<file path="src/rtl/mole_round_ctrl.sv">
`default_nettype none
// ============================================================================
//  Module      : mole_round_ctrl
//  Description : Whack-a-mole round sequencer. Lights one mole at a time at a
//                random hole, times each window, scores toggle-hits and
//                counts down the moles remaining in a fixed-length round.
//  Revision    : 1.0 - initial release
// ============================================================================
module mole_round_ctrl #(
    parameter int MOLE_ON_TICKS = 800,
    parameter int GAP_TICKS     = 200,
    parameter int ROUND_MOLES   = 20,
    parameter int SCORE_W       = 8
) (
    input  logic               clk,
    input  logic               rst_n,
    input  logic               btn_clean,
    input  logic [8:0]         sw_clean,
    input  logic [3:0]         rand_val,
    output logic [8:0]         mole_onehot,
    output logic [SCORE_W-1:0] score,
    output logic [7:0]         moles_left,
    output logic               hit_pulse,
    output logic               miss_pulse,
    output logic               game_over,
    output logic               busy
);

    localparam int c_TICK_MAX = (MOLE_ON_TICKS > GAP_TICKS) ? MOLE_ON_TICKS : GAP_TICKS;
    localparam int c_TIMER_W  = (c_TICK_MAX > 1) ? $clog2(c_TICK_MAX) : 1;

    localparam logic [c_TIMER_W-1:0] c_GAP_LAST  = c_TIMER_W'(GAP_TICKS - 1);
    localparam logic [c_TIMER_W-1:0] c_SHOW_LAST = c_TIMER_W'(MOLE_ON_TICKS - 1);
    localparam logic [c_TIMER_W-1:0] c_TIMER_ONE = c_TIMER_W'(1);
    localparam logic [7:0]           c_ROUND     = 8'(ROUND_MOLES);
    localparam logic [SCORE_W-1:0]   c_SCORE_MAX = {SCORE_W{1'b1}};
    localparam logic [SCORE_W-1:0]   c_SCORE_ONE = SCORE_W'(1);

    typedef enum logic [1:0] {
        S_IDLE = 2'd0,
        S_GAP  = 2'd1,
        S_SHOW = 2'd2,
        S_DONE = 2'd3
    } state_t;

    state_t               r_state;
    logic [c_TIMER_W-1:0] r_timer;
    logic                 r_btn_prev;
    logic [8:0]           r_sw_prev;
    logic [8:0]           r_mole;
    logic [SCORE_W-1:0]   r_score;
    logic [7:0]           r_moles_left;
    logic                 r_hit;
    logic                 r_miss;
    logic                 r_game_over;
    logic                 r_busy;

    logic                 w_btn_rise;
    logic [8:0]           w_sw_tog;
    logic [3:0]           w_pos_next;
    logic                 w_hit;

    assign w_btn_rise = btn_clean & ~r_btn_prev;
    assign w_sw_tog   = sw_clean ^ r_sw_prev;
    // Fold the 4-bit random value onto the nine holes.
    assign w_pos_next = (rand_val < 4'd9) ? rand_val : (rand_val - 4'd9);
    // The lit mole register already holds the latched position one-hot, so
    // any toggle overlapping it is a hit (several toggles still count once).
    assign w_hit      = |(w_sw_tog & r_mole);

    // Edge-detect history, tracked every cycle regardless of state.
    always_ff @(posedge clk or negedge rst_n) begin
        if (!rst_n) begin
            r_btn_prev <= 1'b0;
            r_sw_prev  <= 9'd0;
        end else begin
            r_btn_prev <= btn_clean;
            r_sw_prev  <= sw_clean;
        end
    end

    // Round sequencer with registered outputs; btn_rise outranks hit/timeout.
    always_ff @(posedge clk or negedge rst_n) begin
        if (!rst_n) begin
            r_state      <= S_IDLE;
            r_timer      <= '0;
            r_mole       <= 9'd0;
            r_score      <= '0;
            r_moles_left <= 8'd0;
            r_hit        <= 1'b0;
            r_miss       <= 1'b0;
            r_game_over  <= 1'b0;
            r_busy       <= 1'b0;
        end else begin
            r_hit  <= 1'b0;
            r_miss <= 1'b0;
            case (r_state)
                S_IDLE, S_DONE: begin
                    if (w_btn_rise) begin
                        r_score      <= '0;
                        r_moles_left <= c_ROUND;
                        r_timer      <= '0;
                        r_mole       <= 9'd0;
                        r_game_over  <= 1'b0;
                        r_busy       <= 1'b1;
                        r_state      <= S_GAP;
                    end
                end
                S_GAP: begin
                    if (w_btn_rise) begin
                        r_timer <= '0;
                        r_busy  <= 1'b0;
                        r_state <= S_IDLE;
                    end else if (r_timer == c_GAP_LAST) begin
                        r_mole       <= 9'd1 << w_pos_next;
                        r_timer      <= '0;
                        r_moles_left <= r_moles_left - 8'd1;
                        r_state      <= S_SHOW;
                    end else begin
                        r_timer <= r_timer + c_TIMER_ONE;
                    end
                end
                S_SHOW: begin
                    if (w_btn_rise) begin
                        r_mole  <= 9'd0;
                        r_timer <= '0;
                        r_busy  <= 1'b0;
                        r_state <= S_IDLE;
                    end else if (w_hit || (r_timer == c_SHOW_LAST)) begin
                        if (w_hit) begin
                            r_hit <= 1'b1;
                            if (r_score != c_SCORE_MAX) begin
                                r_score <= r_score + c_SCORE_ONE;
                            end
                        end else begin
                            r_miss <= 1'b1;
                        end
                        r_mole  <= 9'd0;
                        r_timer <= '0;
                        if (r_moles_left == 8'd0) begin
                            r_busy      <= 1'b0;
                            r_game_over <= 1'b1;
                            r_state     <= S_DONE;
                        end else begin
                            r_state <= S_GAP;
                        end
                    end else begin
                        r_timer <= r_timer + c_TIMER_ONE;
                    end
                end
                default: begin
                    r_mole  <= 9'd0;
                    r_busy  <= 1'b0;
                    r_state <= S_IDLE;
                end
            endcase
        end
    end

    assign mole_onehot = r_mole;
    assign score       = r_score;
    assign moles_left  = r_moles_left;
    assign hit_pulse   = r_hit;
    assign miss_pulse  = r_miss;
    assign game_over   = r_game_over;
    assign busy        = r_busy;

endmodule
`default_nettype wire
</file>
<file path="config.mk">
export PLATFORM = sky130hd
export DESIGN_NAME = mole_round_ctrl
export DESIGN_NICKNAME = d
export VERILOG_FILES = /design/src/rtl/mole_round_ctrl.sv
export SDC_FILE = /design/constraint.sdc
export NUM_CORES = 1
export LEC_CHECK = 0
export BUFFER_PORTS_ARGS = -buffer_cell sky130_fd_sc_hd__clkbuf_2
export CAP_MARGIN = 10
export CORE_MARGIN = 3
export CORE_UTILIZATION = 40
export CTS_CLUSTER_SIZE = 24
export DETAILED_ROUTE_END_ITERATION = 10
export PLACE_DENSITY = 0.7
export SLEW_MARGIN = 20
export SYNTH_ARGS = -nofsm -noshare
export SYNTH_HDL_FRONTEND = slang
export SYNTH_SLANG_ARGS = --single-unit
</file>
<file path="constraint.sdc">
create_clock -name clk -period 8 [get_ports clk]
set_clock_uncertainty 0.2 [all_clocks]
set_input_delay 2 -clock clk [delete_from_list [all_inputs] [get_ports clk]]
set_output_delay 2 -clock clk [all_outputs]
set_load 0.02 [all_outputs]
</file>
==> Yosys cells after proc, flatten, opt, wreduce, memory -nomap -nowiden <==
Index checks and enable logic that the tools add are counted.
{ "word_totals": {"regBits": 51, "output_inout_bits": 29, "word_cells": 100} }
{ "op_classes": {"add_sub_neg": 4, "magnitude_cmp": 1, "eq_ne": 18, "shift": 1, "muxes": 48, "bitwise_logic": 4, "n_reduce_logical": 13} }
{ "ops": {"columns": ["cell", "count"], "rows": [
  ["2-to-1 mux 8 bit", 8],
  ["2-to-1 mux 10 bit", 5],
  ["2-to-1 mux 9 bit", 5],
  ["one-hot mux 8 bit (2 select lines)", 2],
  ["one-hot mux 10 bit (3 select lines)", 1],
  ["one-hot mux 9 bit (3 select lines)", 1],
  ["!= test 2 bit, second input constant", 9],
  ["2-to-1 mux 1 bit", 16],
  ["2-to-1 mux 2 bit", 6],
  ["AND reduction 4 bit", 3],
  ["adder 10 x 1 -> 10 bit, second input constant", 1],
  ["== test 10 bit, second input constant", 1],
  ["== test 10 x 8 -> 1 bit, second input constant", 1],
  ["AND 9 bit", 1],
  ["!= test 3 bit, second input constant", 3],
  ["OR reduction 9 bit", 1],
  ["left shift 1 x 4 -> 9 bit, first input constant", 1],
  ["XOR 9 bit", 1],
  ["adder 8 x 1 -> 8 bit, second input constant", 1],
  ["zero test 8 bit", 1],
  ["!= test 8 bit, second input constant", 1],
  ["subtractor 8 x 1 -> 8 bit, second input constant", 1],
  ["one-hot mux 2 bit (3 select lines)", 1],
  ["AND reduction 6 bit", 1],
  ["15 further kinds", 17]
]} }

==> Longest topological paths before layout <==
{ "logic_depth": {"depth_word": 7, "mapped_depth": 9, "depth_no_buf": 8} }

==> Least setup slack after synthesis <==
OpenSTA, ideal clock, no wires.
{ "synth_timing": {"path_kind": "input port to flip-flop", "startpoint": "input sw_clean[2]", "endpoint": "register r_mole[0], in the netlist mole_onehot[0]", "setup_time_ns": 0.125, "t_arrival_ns": 3.561, "t_required_ns": 7.675, "slack_ns": 4.114, "path_stages": 7, "n_path_buf": 1, "cell_sequence": "xor2_1 a222oi_1 and4_1 and3_1 clkbuf_1 a211oi_4 mux2_2"} }
{ "synth_between": {"elab_chain_len": 6} }
{ "synth_rtl": {"columns": ["element", "line", "text"], "rows": [
  ["from (decl)", "18", "input logic [8:0] sw_clean,"],
  ["XOR 9 bit", "64", "assign w_sw_tog = sw_clean ^ r_sw_prev;"],
  ["AND 9 bit", "69", "assign w_hit = |(w_sw_tog & r_mole);"],
  ["OR reduction 9 bit", "69", null],
  ["logical OR 1 bit", "129", "end else if (w_hit || (r_timer == c_SHOW_LAST)) begin"],
  ["!= test 3 bit (no source line)", null, null],
  ["AND reduction 4 bit (no source line)", null, null],
  ["to (signal assigned)", "115", "r_mole <= 9'd1 << w_pos_next;"],
  ["to (decl)", "50", "logic [8:0] r_mole;"]
]} }
No other way between the ends.
A chain may end at the register's enable or synchronous reset.

==> Final worst setup path <==
{ "layout_timing": {"startpoint": "input btn_clean", "endpoint": "register r_score[5], in the netlist score[5]"} }
{ "layout_between": {"elab_chain_len": 3, "word_cells_on_any_way": 4, "classes_between": "2 x eq/ne; 1 x bitwise; 1 x reduce/logical"} }
{ "layout_rtl": {"columns": ["element", "line", "text"], "rows": [
  ["from (decl)", "17", "input logic btn_clean,"],
  ["AND 1 bit (*)", "63", "assign w_btn_rise = btn_clean & ~r_btn_prev;"],
  ["!= test 2 bit (no source line)", null, null],
  ["AND reduction 6 bit (no source line) (*)", null, null],
  ["to (signal assigned)", "133", "r_score <= r_score + c_SCORE_ONE;"],
  ["to (decl)", "51", "logic [SCORE_W-1:0] r_score;"]
]} }
Every way passes the cells marked *; elsewhere a longest branch is shown, timed or not.

==> results.md <==
* Final setup viols at 0
* Top_reg_cell synth: dfrtp_1
* Final Cycle Share at 49.4%
* Dpl ws at 3.74 ns
* Critical path data arrival time at between 3 and 4 ns
* Fillers at 606
* CTS Hold Bufs at 0
* Worst Setup End Kind: flop
* Syn nets at 300
* Critical path cell sequence: clkbuf_2, nand2b_1, or3_1, a32oi_1, nand2_1, or3_1, a21oi_1
* CP Launch Type: input pin
* Initial antenna violation count at 0
* Core ar. at 0.00649 mm2
* Layout cells sized above 1 at between 20% and 30%
* PnR worst setup slack at around 4.1 ns
* Total CTS buffers at 5
* EDFF count, synth at 0
* R2r setup slk at 4.67 ns
* Clk Latency, worst-skew pair at 0.31 ns
* R2R Path Start: r_state[0]
* First-pass GRT wire length at between 9000 and 10000 um
* Input/output buffers at 44
* Rel. slew slack at between 40% and 50%
* Sum Neg Setup Slack at 0 ns
* DIE WIDTH at a little under 90 um
* Max-slew violation count at 0
* Die area at 0.00784 mm2
* Post-CTS sizing at 0
* Vias in the first global route at 2111
* Hold Crit Endpoint: moles_left[0]
* Multi-input logic area at between 0.001 and 0.0015 mm2
* Synth Instances at about 280
* Pin count of the biggest net entering global routing at 52
* Commonest non-fill, non-tap cell in the layout: dfrtp_1
* Count of cell types in the netlist at 49
* GRT Total Usage at 15.8%
* DRT Wirelength at roughly 5800 um
* Critical path class: in2reg
* Initial DRT Pass Iterations at 4
* Sequential area share after synthesis at 46.8%
* Synth Cell Area at 0.00273 mm2
* Placed inst area at roughly 0.0030 mm2
* Most used cell, CP: or3_1
* Cell family with most CP delay: simple AND/OR/NAND/NOR gates
* LEAKAGE at 0.00144 uW
* Die Height at 88.6 um
* PwrDens at 277 mW/mm2
* Bufs and invs on worst path at 1
* Clk sinks at 51
* Hold_sp: moles_left[0]
* DR WL/cell at between 10 and 15 um
* Synth warn at 0
* Vias post-DR at roughly 2200
* Routability cong. at 0.856
* Hold Crit Class: reg2reg
* Post-CTS Setup Bufs at 0
* Htree depth at 2
* Outcome: finished, final reports clean
* Crit-path max FO at 12
* Syn Area/Cell at roughly 9.8 um2
* R2R cell count at 8
* Worst-case clock buffer depth at 2
* DRC Markers at 0
* FF+latch area at 0.00128 mm2
* Layout area overhead at 14.7%
* Total Power at ~870 uW
* TritonCTS clock tree: built
* Number of inserted diodes at 0
* Residual overflow from global routing at 0
* HPWL after detailed placement at 4220 um
* Worst r2r dst: score[5]
* Worst EP required at 8.04 ns
* MaxCap Viol Count at 0
* Async set-reset flop share out of synthesis at between 90% and 100%
* CTS root buf: clkbuf_8
* I/O Pins at 45
* Antenna-violating nets left at 0
* Worst Max-Slew Pin Slew at 0.776 ns
* CTS clk-pin slew, worst paths at 0.10 ns
* Initial drt markers at 131
* Vias per inst at between 5 and 6
* FMAX at about 0.25 GHz
* Initial core utilization at 42.0%
* Number of cell rows at 29
* Tmin final at 3.95 ns
* Most frequent cells in the layout: dfrtp_1 (51), clkbuf_2 (44), nor2_1 (31)
* Worst hold path depth at 1
* FF+latch count, synth at between 50 and 60
* Peak VDD IR at 0.124 mV
* Unrepaired setup endpoints after global routing: no
* Layout Nets at approximately 340
* Crit-path slowest cell: or3_1
* Final instance area at 0.00313 mm2
* Slowest stage delay, CP at 0.47 ns
* Final Hold Viols at 0
[cell usage after synthesis, types with 6 or more instances]
master / count / area [um2]
a21oi_1: 14 / 70.1
and3_1: 7 / 43.8
clkbuf_1: 6 / 22.5
dfrtp_1: 51 / 1280
ha_1: 6 / 75.1
inv_1: 9 / 33.8
mux2_2: 10 / 113
nand2_1: 21 / 78.8
nand3_1: 11 / 55.1
nor2_1: 31 / 116
nor2b_1: 8 / 50.1
nor3_1: 7 / 35.0
o21ai_0: 14 / 70.1
or3_1: 6 / 37.5
xor2_1: 16 / 140
[cells by family after synthesis]
kind of cell | count (synthesis) | synth area share (%)
multiplexers | 10 | 4.13
AO/OA/AOI/OAI | 63 | 16.4
AND/OR/NAND/NOR | 114 | 21.9
adder cells (fa/ha/maj) | 6 | 2.75
buffers and inverters | 17 | 2.52
flip-flops | 51 | 46.8
XOR/XNOR | 17 | 5.46
[how the worst max path moves through the flow]
| stage | from | end | slack [ns] | cells past startpoint |
|---|---|---|---|---|
| after floorplan | sw_clean[2] | mole_onehot[0] | 4.11 | 7 |
| after global placement | sw_clean[2] | mole_onehot[1] | 3.87 | 7 |
| after detailed placement | btn_clean | score[5] | 3.74 | 7 |
| after CTS | btn_clean | score[5] | 4.07 | 7 |
| after global routing | btn_clean | score[5] | 3.83 | 7 |
| final | btn_clean | score[5] | 4.05 | 7 |
[layout make-up]
type                       count  area share [%]
clock buffer                   5            2.20
clock inverter                 3            1.40
inverter                       9            1.08
multi-input combinational    210            44.2
sequential                    51            40.8
tap                           77            3.08
timing repair buffer          45            7.28
[layer usage]
layer / track usage (%) / wire length (um) / up-vias
met1: 20.8 / 2690 / 1090
met4: 4.26 / 60 / 0
li1: - / - / 1094
met5: 0 / 0 / -
met2: 26.4 / 2780 / 48
met3: 3.45 / 231 / 6
[metrics by stage]
stage	instances	hold WS, ns	util [%]
global placement	392	0.304	46.4
CTS	400	0.342	48.2
global route	400	0.363	48.2
floorplan	278	0.284	-
finish	400	0.343	48.2
detailed placement	392	0.312	46.4
[power by group]
group          total, uW  leakage, uW  switching, uW  internal [uW]
clock network        180    0.0000581           86.6           93.2
logic                356     0.000732            233            123
registers            330     0.000654           35.6            294
[sequential cells by signal (all words and copies together), names as in the netlist]
signal and flops:
moles_left 8, miss_pulse 1, r_timer 10, hit_pulse 1
r_sw_prev 9, mole_onehot 9, r_state 2, score 8
r_btn_prev 1, busy 1, game_over 1
Power figures use the tool's default switching activity.
